==> src/rtl/mac_rr_scheduler.sv <==
// Round-robin scheduler that time-shares one MAC datapath among NUM_REQ requesters.
// Optional watchdog on the WAIT state is enabled by defining MAC_WATCHDOG_EN.
module mac_rr_scheduler #(
    parameter int NUM_REQ    = 4,
    parameter int CNT_W      = 4,
    parameter int SEL_W      = $clog2(NUM_REQ),
    parameter int WDOG_LIMIT = 16
) (
    input  logic                     clk,
    input  logic                     reset,
    input  logic [NUM_REQ-1:0]       req,
    input  logic [NUM_REQ*CNT_W-1:0] req_len,
    output logic [NUM_REQ-1:0]       grant,
    output logic [SEL_W-1:0]         sel,
    output logic [NUM_REQ-1:0]       done,
    output logic                     busy,
    output logic                     mac_clear,
    output logic                     load_op,
    output logic                     begin_mul,
    input  logic                     end_mul,
    output logic                     add,
    output logic                     err
);

    localparam logic [2:0] S_IDLE  = 3'd0;
    localparam logic [2:0] S_CLEAR = 3'd1;
    localparam logic [2:0] S_LOAD  = 3'd2;
    localparam logic [2:0] S_RUN   = 3'd3;
    localparam logic [2:0] S_WAIT  = 3'd4;
    localparam logic [2:0] S_ADD   = 3'd5;
    localparam logic [2:0] S_DONE  = 3'd6;

    logic [2:0]         state_reg;
    logic [NUM_REQ-1:0] grant_reg;
    logic [SEL_W-1:0]   sel_reg;
    logic [SEL_W-1:0]   last_reg;
    logic [CNT_W-1:0]   cnt_reg;
    logic [CNT_W-1:0]   len_arr [NUM_REQ];
    logic [SEL_W-1:0]   winner;
    logic [SEL_W-1:0]   idx;
    logic               valid_busy;

    for (genvar gi = 0; gi < NUM_REQ; gi++) begin : g_len
        assign len_arr[gi] = req_len[gi*CNT_W +: CNT_W];
    end

    // Scan from the farthest candidate back to last+1 so the nearest set request wins.
    always_comb begin
        winner = '0;
        idx    = '0;
        for (int k = NUM_REQ; k >= 1; k--) begin
            idx = SEL_W'((int'(last_reg) + k) % NUM_REQ);
            if (req[idx]) begin
                winner = idx;
            end
        end
    end

`ifdef MAC_WATCHDOG_EN
    localparam int WD_W = $clog2(WDOG_LIMIT + 1);
    logic [WD_W-1:0] wcnt_reg;
    logic            abort_reg;
`endif

    always_ff @(posedge clk or posedge reset) begin
        if (reset) begin
            state_reg <= S_IDLE;
            grant_reg <= '0;
            sel_reg   <= '0;
            last_reg  <= SEL_W'(NUM_REQ - 1);
            cnt_reg   <= '0;
`ifdef MAC_WATCHDOG_EN
            wcnt_reg  <= '0;
            abort_reg <= 1'b0;
`endif
        end else begin
            case (state_reg)
                S_IDLE: begin
                    grant_reg <= '0;
                    if (|req) begin
                        sel_reg   <= winner;
                        grant_reg <= NUM_REQ'(1) << winner;
                        cnt_reg   <= len_arr[winner];
                        last_reg  <= winner;
                        state_reg <= S_CLEAR;
`ifdef MAC_WATCHDOG_EN
                        abort_reg <= 1'b0;
`endif
                    end
                end
                S_CLEAR: state_reg <= S_LOAD;
                S_LOAD:  state_reg <= S_RUN;
                S_RUN: begin
                    state_reg <= S_WAIT;
`ifdef MAC_WATCHDOG_EN
                    wcnt_reg  <= '0;
`endif
                end
                S_WAIT: begin
                    if (end_mul) begin
                        state_reg <= S_ADD;
`ifdef MAC_WATCHDOG_EN
                    end else if (wcnt_reg == WD_W'(WDOG_LIMIT - 1)) begin
                        state_reg <= S_DONE;
                        abort_reg <= 1'b1;
                    end else begin
                        wcnt_reg  <= wcnt_reg + 1'b1;
`endif
                    end
                end
                S_ADD: begin
                    if (cnt_reg == '0) begin
                        state_reg <= S_DONE;
                    end else begin
                        cnt_reg   <= cnt_reg - 1'b1;
                        state_reg <= S_LOAD;
                    end
                end
                S_DONE: begin
                    grant_reg <= '0;
                    state_reg <= S_IDLE;
                end
                default: begin
                    grant_reg <= '0;
                    state_reg <= S_IDLE;
                end
            endcase
        end
    end

    // Decoded outputs are gated by a legal busy state so an illegal encoding shows all zeros.
    assign valid_busy = (state_reg != S_IDLE) && (state_reg <= S_DONE);
    assign busy       = valid_busy;
    assign grant      = valid_busy ? grant_reg : '0;
    assign sel        = valid_busy ? sel_reg : '0;
    assign done       = (state_reg == S_DONE) ? grant_reg : '0;
    assign mac_clear  = (state_reg == S_CLEAR);
    assign load_op    = (state_reg == S_LOAD);
    assign begin_mul  = (state_reg == S_RUN);
    assign add        = (state_reg == S_ADD);

`ifdef MAC_WATCHDOG_EN
    assign err = (state_reg == S_DONE) && abort_reg;
`else
    assign err = 1'b0;
`endif

endmodule

==> config.mk <==
export PLATFORM = sky130hd
export DESIGN_NAME = mac_rr_scheduler
export DESIGN_NICKNAME = d
export VERILOG_FILES = /design/src/rtl/mac_rr_scheduler.sv
export SDC_FILE = /design/constraint.sdc
export NUM_CORES = 1
export LEC_CHECK = 0
export CAP_MARGIN = 40
export CORE_UTILIZATION = 35
export CTS_CLUSTER_DIAMETER = 120
export DETAILED_ROUTE_END_ITERATION = 8
export GPL_TIMING_DRIVEN = 0
export PLACE_DENSITY = 0.67
export SLEW_MARGIN = 20
export SYNTH_ARGS = -nofsm -noshare
export SYNTH_HDL_FRONTEND = slang
export SYNTH_SLANG_ARGS = --single-unit
==> constraint.sdc <==
create_clock -name clk -period 4.44 [get_ports clk]
set_input_delay 0.888 -clock clk [delete_from_list [all_inputs] [get_ports clk]]
set_output_delay 0.888 -clock clk [all_outputs]
set_load 0.01 [all_outputs]
Yosys cells after proc, flatten, opt, wreduce, memory -nomap -nowiden

Index checks and enable logic that the tools add are counted.

Flip-flop bits (word level): 15
Logic and storage cells: 64
Memory bits (read-only): 0
Bits in latches: 0
Output and inout port bits: 16
Memory bits (writable): 0
Memories: 0
Input bits: 23

Mux-type cells: 27
Shifts and indexed selects: 1
Div/mod/pow operators: 0
Magnitude comparators: 6
$add $sub $neg: 5
Reductions and logical operators: 10
Equality and inequality tests: 9
Bitwise operators: 1
$mul: 0

Operator list:

| cell                                                       | number |
|---|---|
| 2-to-1 mux 4 bit                                           | 7 |
| case mux 3 bit (6 select lines)                            | 1 |
| case mux 4 bit (2 select lines)                            | 2 |
| less-than comparator 2 x 3 -> 1 bit, second input constant | 4 |
| 2-to-1 mux 2 bit                                           | 5 |
| == test 3 bit, second input constant                       | 3 |
| 2-to-1 mux 3 bit                                           | 3 |
| binary-select mux 1 bit (select 2 bit)                     | 4 |
| binary-select mux 4 bit (select 2 bit)                     | 1 |
| == test 3 x 2 -> 1 bit, second input constant              | 2 |
| inequality test 2 bit, second input constant               | 3 |
| OR reduction 5 bit                                         | 1 |
| adder 2 x 1 -> 2 bit, second input constant                | 2 |
| adder 2 bit, second input constant                         | 2 |
| zero test 4 bit                                            | 1 |
| 2-to-1 mux 1 bit                                           | 4 |
| AND reduction 2 bit                                        | 2 |
| OR reduction 4 bit                                         | 1 |
| << shifter 1 x 2 -> 4 bit, first input constant            | 1 |
| subtractor 4 x 1 -> 4 bit, second input constant           | 1 |
| == test 3 x 1 -> 1 bit, second input constant              | 1 |
| greater-or-equal comparator 3 bit, second input constant   | 1 |
| <= comparator 3 bit, second input constant                 | 1 |
| zero test 3 bit                                            | 1 |
| other kinds (5)                                            | 5 |

Longest topological paths before layout

Depth after elaboration: 13
Gate-level depth with buffers: 7

Worst setup path after synthesis

OpenSTA, ideal clock, no wires.

Path type: reg2out
Start point: register state_reg[1]
End point: output grant[0]
Required time: 3.552 ns
Cell stages (with the launch flop): 5
Path slack: 2.324 ns
Arrival time: 1.228 ns
Path through: dfrtp_1 clkbuf_1 nand2_1 o22a_1 and2_1

Longest elaborated chain between the ends: 3

RTL lines:

| item                                                      | line | source |
|---|---|---|
| start: declaration                                        | 33   | `logic [2:0] state_reg;` |
| start signal: assignment                                  | 67   | `state_reg <= S_IDLE;` |
| start signal: assignment                                  | 85   | `state_reg <= S_CLEAR;` |
| start signal: assignment                                  | 91   | `S_CLEAR: state_reg <= S_LOAD;` |
| <= comparator 3 bit or nonzero test 3 bit (tied branches) | 132  | `assign valid_busy = (state_reg != S_IDLE) && (state_reg <= S_DONE);` |
| logical AND 1 bit (*)                                     | 132  |  |
| named net busy                                            | 16   | `output logic busy,` |
| 2-to-1 mux 4 bit (*)                                      | 134  | `assign grant = valid_busy ? grant_reg : '0;` |
| end: declaration                                          | 13   | `output logic [NUM_REQ-1:0] grant,` |

The timed path passes the listed nets; every way through them passes the cells marked *.

Final worst setup path

Start point: register state_reg[1]
End point: output sel[0]

Longest elaborated chain between the ends: 3

RTL lines:

| item                                                      | line | source |
|---|---|---|
| <= comparator 3 bit or nonzero test 3 bit (tied branches) | 132  |  |
| logical AND 1 bit (*)                                     | 132  |  |
| 2-to-1 mux 2 bit (*)                                      | 135  | `assign sel = valid_busy ? sel_reg : '0;` |
| end: declaration                                          | 14   | `output logic [SEL_W-1:0] sel,` |

Every way passes the cells marked *; elsewhere a longest branch is shown, timed or not.

==> impl_metrics.yaml <==
global_route:
  grt_overflow_total: 0
  met1_usage_pct: 21.0
  use_met2_pct: 28.2
  antenna_found_initial: 0
  use_met3_pct: 5.80
  grt_pass1_vias: 998
  top_usage_layer: "met2"
  track_usage_pct: 16.9
  grt_max_degree: 16
  grt_pass1_wl_mm: 4.35
clocking:
  htreeDepth: 1
  postCtsHoldBufs: 0
  clock_path_buffers: 2
  post_cts_buffers: 0
  ctsResizeCount: 0
  cts.sinks: 15
  worstSkewPairLatency_ns: 0.28
  cts_tree: "done"
  cts_buffers: 3
  cts.clk_slew.worst_paths_ns: 0.08
  root_buffer: "clkbuf_4"
logic_synthesis:
  yosysWarnings: 0
  ys_dominant_reg_cell: "dfrtp_1"
  netlist.top_cell.by_area: "dfrtp_1"
  synth_edf_count: 0
  synth_area_um2: 1090
  synth_area_leaders: "dfrtp_1 (30%), mux2i_1 (8.2%), and2_1 (6.3%)"
  synth_most_common_cell: "dfrtp_1"
  syn_nets: 145
  synth.avg_cell_area_um2: 9.11
  ys_seq_area_share_pct: 34.6
  synth_common_cells: "dfrtp_1 (13), and2_1 (11), mux2i_1 (9), nor2_1 (9)"
  synth_cells: 120
  synth_top_area_share_pct: 29.7
  ys_seq_elements: 15
  synth_cell_type_count: 43
  async_reset_ff_share_pct: 100
sta:
  setup_viol: 0
  hold_viol_final: 0
  slew_headroom_pct: 60.5
  tightest_slew_ns: 0.586
  tns_ns: 0
  fin_crit_ns: 3.03
  final_max_slew_viol_count: 0
  period_share_pct: 68.3
  fmax_ghz: 0.330
  rsz0062_at_grt: "false"
  fin_skew_ns: 0.000951
  whs_ns: 0.483
worst_setup_path:
  setup.worst_path.class: "flip-flop to primary output"
  max_stage_delay_ns: 0.48
  end_kind: "primary output"
  crit_buf_inv: 2
  slowest_stage: "clkdlybuf4s50_1"
  critPathLaunchType: "flip-flop"
  crit_fanout: 10
  cpLargestDelayFamily: "buffers and inverters"
  required_ns: 3.55
  arrival_ns: 2.14
  path_cells: "clkbuf_1 > nand2_1 > o22a_1 > and2_1 > clkdlybuf4s50_1"
place:
  portBuffers: 37
  gp_congestion: 0.810
  dp_hpwl_mm: 2.13
  dp.cells: 188
finish:
  area_growth_pct: 39.8
  fillers: 295
  layoutNonFillerInstCount: 192
  drive_above_1_share_pct: 11.2
  n_antenna_cell: 0
  nets: 187
floorplanning:
  core_um2: 2850
  num_rows: 19
  initial_core_util_pct: 38.3
  die_area_um2: 3350
  die_y_um: 57.9
  pin_count: 39
  die_x_um: 57.9
power:
  power_leakage_nw: 0.660
  ir_drop_uv: 256
  powerDensity_nw_per_um2: 599
  total_power_mw: 0.916
drt:
  via_per_inst: 5.35
  drt_iter0_drc: 20
  firstDrtPassIters: 8
  route.detailed.drc: 3
  routed_wl_mm: 2.56
  wl_per_cell_um: 13.3
  num_vias: 1027
  detail-route-antenna-nets: 0
job:
  drv_cap: 0
run_status:
  violations: "design-rule violations"
  status: "finished with violations"
worst_hold_path:
  hp-class: "flip-flop to flip-flop"
## per-layer routing
metal	up-vias	share of wire [%]
met5	-	0
met1	466	42
met2	42	48
li1	513	-
met4	0	2.3
met3	6	6.8
## final cells by class
type	count	area, um2	area share, %
inverters	8	30.0	1.96
well taps	31	38.8	2.54
clock buffers	4	26.3	1.72
plain buffers	3	16.3	1.06
flip-flops and latches	15	378	24.7
multi-input cells	94	669	43.8
repair buffers	37	370	24.2
## worst reg2reg max path: cells and delay by family, from the launching register on
kind / cells / cell delay (ns)
compound gates: 3 / 0.85
flops: 1 / 0.60
simple gates: 1 / 0.24
mux: 1 / 0.20
## power breakdown
group          internal (mW)  leakage [nW]  switching (mW)
logic                  0.289         0.465           0.279
registers              0.212         0.180          0.0602
clock network         0.0349        0.0150          0.0418
total                  0.536         0.660           0.381
## final timing paths
path	from	end	slack, ns	cells after the start
max in group asynchronous	reset	last_reg[0]	3.12	2
worst max-delay path	state_reg[1]	sel[0]	1.41	5
worst min-delay path	sel_reg[1]	sel_reg[1]	0.48	1
worst min register to register	sel_reg[1]	sel_reg[1]	0.48	1
min in group asynchronous	reset	cnt_reg[0]	0.95	2
worst max register to register	last_reg[1]	cnt_reg[0]	2.46	5
## through the flow
stage / instance area [um2] / util, % / worst slack, ns
6_report: 1530 / 53.6 / 1.41
3_3_place_gp: 1500 / 52.7 / 1.75
5_1_grt: 1530 / 53.6 / 1.26
4_1_cts: 1530 / 53.6 / 1.40
2_1_floorplan: 1090 / - / 2.32
3_5_place_dp: 1500 / 52.7 / 1.70
## placed cells by master (no fill, tap or decap), drive strengths merged, types with 3 or more instances in the layout
cell	instances
a22o	4
clkbuf	5
a21o	5
dfrtp	13
a21oi	4
inv	8
nor2	9
nand2	8
and2	12
mux2i	9
nand3	4
o21ai	4
clkdlybuf4s50	37
nor3	3
nand2b	3
## cell families (layout without fill, tap and decap cells)
group | count (synthesis) | in the layout | share of synthesized area, %
AOI/OAI and AO/OA | 31 | 31 | 24.3
adders and majority gates | 2 | 2 | 2.29
buffers and inverters | 11 | 52 | 4.23
DFF | 15 | 15 | 34.6
muxes | 9 | 9 | 8.24
other | 1 | 1 | 0.343
and+or+nand+nor | 51 | 51 | 26.1
(Power assumes the default switching activity.)
